==> src/rtl/addsub_arbiter_if.sv <==
// Request/response bundle for the shared add/sub arbiter: two requester
// handshakes plus the result handshake and the busy flag.
interface addsub_arbiter_if #(
  parameter int WIDTH = 3
);
  logic             req0_valid;
  logic             req0_ready;
  logic             req0_sub;
  logic [WIDTH-1:0] req0_a;
  logic [WIDTH-1:0] req0_b;
  logic             req1_valid;
  logic             req1_ready;
  logic             req1_sub;
  logic [WIDTH-1:0] req1_a;
  logic [WIDTH-1:0] req1_b;
  logic             resp_valid;
  logic             resp_ready;
  logic             resp_id;
  logic [WIDTH-1:0] resp_out;
  logic             resp_carr;
  logic             busy;

  modport master (
    output req0_valid, req0_sub, req0_a, req0_b,
    output req1_valid, req1_sub, req1_a, req1_b,
    output resp_ready,
    input  req0_ready, req1_ready,
    input  resp_valid, resp_id, resp_out, resp_carr, busy
  );

  modport slave (
    input  req0_valid, req0_sub, req0_a, req0_b,
    input  req1_valid, req1_sub, req1_a, req1_b,
    input  resp_ready,
    output req0_ready, req1_ready,
    output resp_valid, resp_id, resp_out, resp_carr, busy
  );
endinterface

==> src/rtl/addsub_arbiter.sv <==
// Round-robin arbiter sharing one ripple add/sub datapath between two
// requesters; accept -> CALC -> registered response, one op per 3 cycles max.
module addsub_arbiter #(
  parameter int WIDTH = 3
) (
  input logic             clk,
  input logic             rst_n,
  addsub_arbiter_if.slave bus
);
  typedef enum logic [1:0] {IDLE, CALC, RESP} state_e;

  state_e           state_q, state_d;
  logic             last_q;
  logic [WIDTH-1:0] a_q, b_q;
  logic             sub_q, id_q;
  logic             resp_valid_q, resp_carr_q, resp_id_q;
  logic [WIDTH-1:0] resp_out_q;

  logic             grant0, grant1, ready0, ready1, busy;
  logic [WIDTH-1:0] b_x, sum;
  logic [WIDTH:0]   c_chain;

  // Grant depends only on state, last and the valids: no path from resp_ready.
  always_comb begin
    grant0 = 1'b0;
    grant1 = 1'b0;
    if (state_q == IDLE) begin
      grant0 = bus.req0_valid & (~bus.req1_valid | last_q);
      grant1 = bus.req1_valid & (~bus.req0_valid | ~last_q);
    end
  end

  always_ff @(posedge clk) begin
    if (!rst_n) state_q <= IDLE;
    else        state_q <= state_d;
  end

  always_comb begin
    state_d = state_q;
    case (state_q)
      IDLE:    if (grant0 | grant1) state_d = CALC;
      CALC:    state_d = RESP;
      RESP:    if (resp_valid_q & bus.resp_ready) state_d = IDLE;
      default: state_d = IDLE;
    endcase
  end

  always_comb begin
    ready0 = grant0;
    ready1 = grant1;
    busy   = (state_q != IDLE);
  end

  // Shared ripple adder; subtraction via inverted b and carry-in of 1.
  always_comb begin
    b_x        = b_q ^ {WIDTH{sub_q}};
    sum        = '0;
    c_chain    = '0;
    c_chain[0] = sub_q;
    for (int unsigned i = 0; i < WIDTH; i++) begin
      sum[i]       = a_q[i] ^ b_x[i] ^ c_chain[i];
      c_chain[i+1] = (a_q[i] & b_x[i]) | (b_x[i] & c_chain[i]) | (c_chain[i] & a_q[i]);
    end
  end

  always_ff @(posedge clk) begin
    if (!rst_n) begin
      last_q       <= 1'b1;
      a_q          <= '0;
      b_q          <= '0;
      sub_q        <= 1'b0;
      id_q         <= 1'b0;
      resp_valid_q <= 1'b0;
      resp_out_q   <= '0;
      resp_carr_q  <= 1'b0;
      resp_id_q    <= 1'b0;
    end else begin
      if (grant0 | grant1) begin
        a_q    <= grant1 ? bus.req1_a   : bus.req0_a;
        b_q    <= grant1 ? bus.req1_b   : bus.req0_b;
        sub_q  <= grant1 ? bus.req1_sub : bus.req0_sub;
        id_q   <= grant1;
        last_q <= grant1;
      end
      if (state_q == CALC) begin
        resp_out_q   <= sum;
        resp_carr_q  <= c_chain[WIDTH];
        resp_id_q    <= id_q;
        resp_valid_q <= 1'b1;
      end else if (state_q == RESP && resp_valid_q && bus.resp_ready) begin
        resp_valid_q <= 1'b0;
      end
    end
  end

  assign bus.req0_ready = ready0;
  assign bus.req1_ready = ready1;
  assign bus.busy       = busy;
  assign bus.resp_valid = resp_valid_q;
  assign bus.resp_out   = resp_out_q;
  assign bus.resp_carr  = resp_carr_q;
  assign bus.resp_id    = resp_id_q;
endmodule

==> src/flat_wrapper.sv <==
// flat-port wrapper written by rule: the top's interface ports become plain ports
module addsub_arbiter_flat 
#(
  parameter int WIDTH = 3
)
  (clk, rst_n, bus_req0_valid, bus_req0_sub, bus_req0_a, bus_req0_b, bus_req1_valid, bus_req1_sub, bus_req1_a, bus_req1_b, bus_resp_ready, bus_req0_ready, bus_req1_ready, bus_resp_valid, bus_resp_id, bus_resp_out, bus_resp_carr, bus_busy);
  addsub_arbiter_if #(.WIDTH(WIDTH)) bus_i ();
  input logic clk;
  input logic rst_n;
  input wire logic [$bits(bus_i.req0_valid)-1:0] bus_req0_valid;
  input wire logic [$bits(bus_i.req0_sub)-1:0] bus_req0_sub;
  input wire logic [$bits(bus_i.req0_a)-1:0] bus_req0_a;
  input wire logic [$bits(bus_i.req0_b)-1:0] bus_req0_b;
  input wire logic [$bits(bus_i.req1_valid)-1:0] bus_req1_valid;
  input wire logic [$bits(bus_i.req1_sub)-1:0] bus_req1_sub;
  input wire logic [$bits(bus_i.req1_a)-1:0] bus_req1_a;
  input wire logic [$bits(bus_i.req1_b)-1:0] bus_req1_b;
  input wire logic [$bits(bus_i.resp_ready)-1:0] bus_resp_ready;
  output wire logic [$bits(bus_i.req0_ready)-1:0] bus_req0_ready;
  output wire logic [$bits(bus_i.req1_ready)-1:0] bus_req1_ready;
  output wire logic [$bits(bus_i.resp_valid)-1:0] bus_resp_valid;
  output wire logic [$bits(bus_i.resp_id)-1:0] bus_resp_id;
  output wire logic [$bits(bus_i.resp_out)-1:0] bus_resp_out;
  output wire logic [$bits(bus_i.resp_carr)-1:0] bus_resp_carr;
  output wire logic [$bits(bus_i.busy)-1:0] bus_busy;
  assign bus_i.req0_valid = bus_req0_valid;
  assign bus_i.req0_sub = bus_req0_sub;
  assign bus_i.req0_a = bus_req0_a;
  assign bus_i.req0_b = bus_req0_b;
  assign bus_i.req1_valid = bus_req1_valid;
  assign bus_i.req1_sub = bus_req1_sub;
  assign bus_i.req1_a = bus_req1_a;
  assign bus_i.req1_b = bus_req1_b;
  assign bus_i.resp_ready = bus_resp_ready;
  assign bus_req0_ready = bus_i.req0_ready;
  assign bus_req1_ready = bus_i.req1_ready;
  assign bus_resp_valid = bus_i.resp_valid;
  assign bus_resp_id = bus_i.resp_id;
  assign bus_resp_out = bus_i.resp_out;
  assign bus_resp_carr = bus_i.resp_carr;
  assign bus_busy = bus_i.busy;
  addsub_arbiter #(.WIDTH(WIDTH)) u_core (.clk(clk), .rst_n(rst_n), .bus(bus_i));
endmodule
==> config.mk <==
export PLATFORM = sky130hd
export DESIGN_NAME = addsub_arbiter_flat
export DESIGN_NICKNAME = d
export VERILOG_FILES = /design/src/rtl/addsub_arbiter_if.sv /design/src/rtl/addsub_arbiter.sv /design/src/flat_wrapper.sv
export SDC_FILE = /design/constraint.sdc
export NUM_CORES = 1
export LEC_CHECK = 0
export CAP_MARGIN = 20
export CORE_ASPECT_RATIO = 1.25
export CORE_MARGIN = 8
export CORE_UTILIZATION = 47
export CTS_CLUSTER_SIZE = 12
export DETAILED_ROUTE_END_ITERATION = 10
export PLACE_DENSITY = 0.88
export REMOVE_ABC_BUFFERS = 1
export SYNTH_ARGS = -nofsm -noshare
export SYNTH_HDL_FRONTEND = slang
export SYNTH_SLANG_ARGS = --single-unit
==> constraint.sdc <==
create_clock -name clk -period 2.8 [get_ports clk]
set_input_delay 0.42 -clock clk [delete_from_list [all_inputs] [get_ports clk]]
set_output_delay 0.42 -clock clk [all_outputs]
set_load 0.03 [all_outputs]
==> flow_summary.json <==
{
  "cp.arrival_ps": 2190,
  "synthSimpleGateAreaFrac": 0.159,
  "die_x_um": 53.9,
  "gr-total-overflow": 0,
  "hold_path_class": "flip-flop to flip-flop",
  "ff_latch_area_um2": 340,
  "syn-cell-area_um2": 842,
  "synth-xor-area-share": 0.0312,
  "hold_buffers": 0,
  "crit_chain": "clkdlybuf4s50_1 -> or3b_1 -> a21oi_1 -> clkdlybuf4s50_1",
  "cp_common_cell": "clkdlybuf4s50_1",
  "rrSetupSlack_ps": 890,
  "post_drt_wl_per_cell_um": 15.5,
  "ir_drop_mv": 0.333,
  "viasPerCell": 5.79,
  "yosysSeqAreaShare": 0.404,
  "start_kind": "primary input",
  "ctsResizeCount": 0,
  "drive_gt1_frac": 0.0769,
  "muxShareOfSynthArea": 0.0609,
  "postSynthCellCount": 91,
  "antenna_found_initial": 0,
  "ys_types": 29,
  "die_area_um2": 3410,
  "route.detailed.drc": 0,
  "synth-compound-area-share": 0.223,
  "criticalPathCategory": "primary input to output port",
  "multi_input_area_um2": 439,
  "tritoncts.num_buffers": 3,
  "drt_iter0_markers": 22,
  "required_ps": 2380,
  "core-area_um2": 1720,
  "die_h_um": 63.3,
  "slew_violations": 0,
  "hold_viol": 0,
  "ant_nets": 0,
  "instances_no_fill": 136,
  "worst_slack_ps": 185,
  "num-fill-cells": 139,
  "synthArstFlopShare": 0,
  "hpwl_mm": 1.67,
  "ys_top_cells_by_area": "dfxtp_1 40%, a311oi_1 6.2%, a21oi_1 5.9%, nand4_1 5.2%, fa_1 4.8%",
  "port-buffer-count": 27,
  "grt_pass1_wl_mm": 3.60,
  "io_pins": 28,
  "gp_congestion": 0.847,
  "diodes": 0,
  "setup.worst_path.end_class": "output port",
  "crit_family": "buffers and inverters",
  "synth_seq_cells": 17,
  "worstMarginPinSlew_ps": 654,
  "post-place-ws_ps": 200,
  "power_density_nw_per_um2": 577,
  "crit_fanout": 4,
  "synth_ff_type": "dfxtp_1",
  "crit_slowest_cell": "clkdlybuf4s50_1",
  "grt_max_degree": 15,
  "slew-limit-headroom": 0.563,
  "root_buffer": "clkbuf_4",
  "cts.clk_slew.worst_paths_ps": 90,
  "clock_skew_ps": 0.897,
  "critPathBufInv": 2,
  "area_growth_pct": 34.2,
  "crit_path_max_incr_delay_ps": 700,
  "drt_wl_total_mm": 2.11,
  "fmaxAchievable_mhz": 382,
  "layout_common_cells": "27 x clkdlybuf4s50_1, 17 x dfxtp_1, 10 x a21oi_1",
  "layout_commonest_cell": "clkdlybuf4s50_1",
  "postCtsSetupBuffers": 0,
  "grt_use_total": 0.136,
  "synth_fa_ha_area_frac": 0.0475,
  "clk_latency_ps": 280,
  "clockBufferDepth": 2,
  "clkSinkCount": 17,
  "first_pass_iters": 6,
  "num_rows": 17,
  "vias": 788,
  "rsz0062_at_grt": "no",
  "dp.cells": 132,
  "start_util": 0.489,
  "synth_top_area_cell": "dfxtp_1",
  "synth_top_cell_area_share": 0.404,
  "finalCritPeriodShare": 0.934,
  "grt_pass1_vias": 842,
  "fin_setup_tns_ps": 0,
  "max_cap_viol_count": 0,
  "status": "finished clean",
  "cts_tree": "done",
  "post-route-min-period_ps": 2610,
  "cellLeakagePower_nw": 0.444,
  "nets": 139,
  "avgSynthCellArea_um2": 9.25,
  "synth_edf_count": 0,
  "synth_top_family_by_area": "compound AO/OA/AOI/OAI gates",
  "setup_viol": 0,
  "yosysWarningCount": 0,
  "htreeDepth": 1
}
-- Yosys cell counts (2+ instances only) --
library cell  instances
xor2_1                2
clkbuf_1              2
nand2_1               3
nand4_1               7
nand3_1               2
dfxtp_1              17
fa_1                  2
a21oi_1              10
o21ai_1               7
mux2i_1               4
buf_2                 2
inv_1                 6
a311oi_1              6
buf_6                 2
nor2_1                5
-- path summary, 6_finish.rpt --
check                               startpoint                endpoint  cells after the start
worst min register to register     u_core.id_q             u_core.id_q                      2
worst min-delay path               u_core.id_q             u_core.id_q                      2
worst max register to register   u_core.b_q[0]  u_core.bus.resp_out[2]                      5
worst max-delay path            bus_req0_valid          bus_req0_ready                      4
-- routing by layer --
layer,wire (um),track usage
met5,0,0
met4,34,0.0886
met3,116,0.0211
met2,1110,0.227
met1,850,0.147
-- tightest hold or removal path, cell delays in order, from the launching register on --
cell and delay (ps):
dfxtp_1 340, nand2_1 60, a21oi_1 60
-- final cells by class --
cell class,count,share of cell area
multi-input combinational,62,0.389
sequential,17,0.301
timing repair buffer,28,0.246
clock buffer,4,0.0233
tap,19,0.0210
inverter,6,0.0199
-- registers in the layout, summed over array words and instances (netlist names) --
signal                 count
u_core.a_q                 3
u_core.b_q                 3
u_core.bus.resp_carr       1
u_core.bus.resp_id         1
u_core.bus.resp_out        3
u_core.bus.resp_valid      1
u_core.id_q                1
u_core.last_q              1
u_core.state_q             2
u_core.sub_q               1
-- stage by stage --
step,util,cell area (um2),power (W),hold slack (ps)
finish,0.656,1130,0.000652,497
global route,0.656,1130,0.000695,526
floorplan,-,802,0.000435,436
global placement,0.641,1100,0.000515,467
CTS,0.656,1130,0.000656,498
detailed placement,0.641,1100,0.000528,485
-- power by group --
part,leakage (nW),internal (W),switching [W]
logic,0.289,0.000108,0.000119
clock network,0.0150,0.0000553,0.0000732
registers,0.140,0.000271,0.0000254
-- kinds of logic after synthesis --
logic type               after synthesis
flip-flops                            17
XOR/XNOR                               3
adder cells (fa/ha/maj)                2
AND/OR/NAND/NOR                       24
multiplexers                           5
AO/OA/AOI/OAI                         28
buffers and inverters                 12
Power figures use the tool's default switching activity.
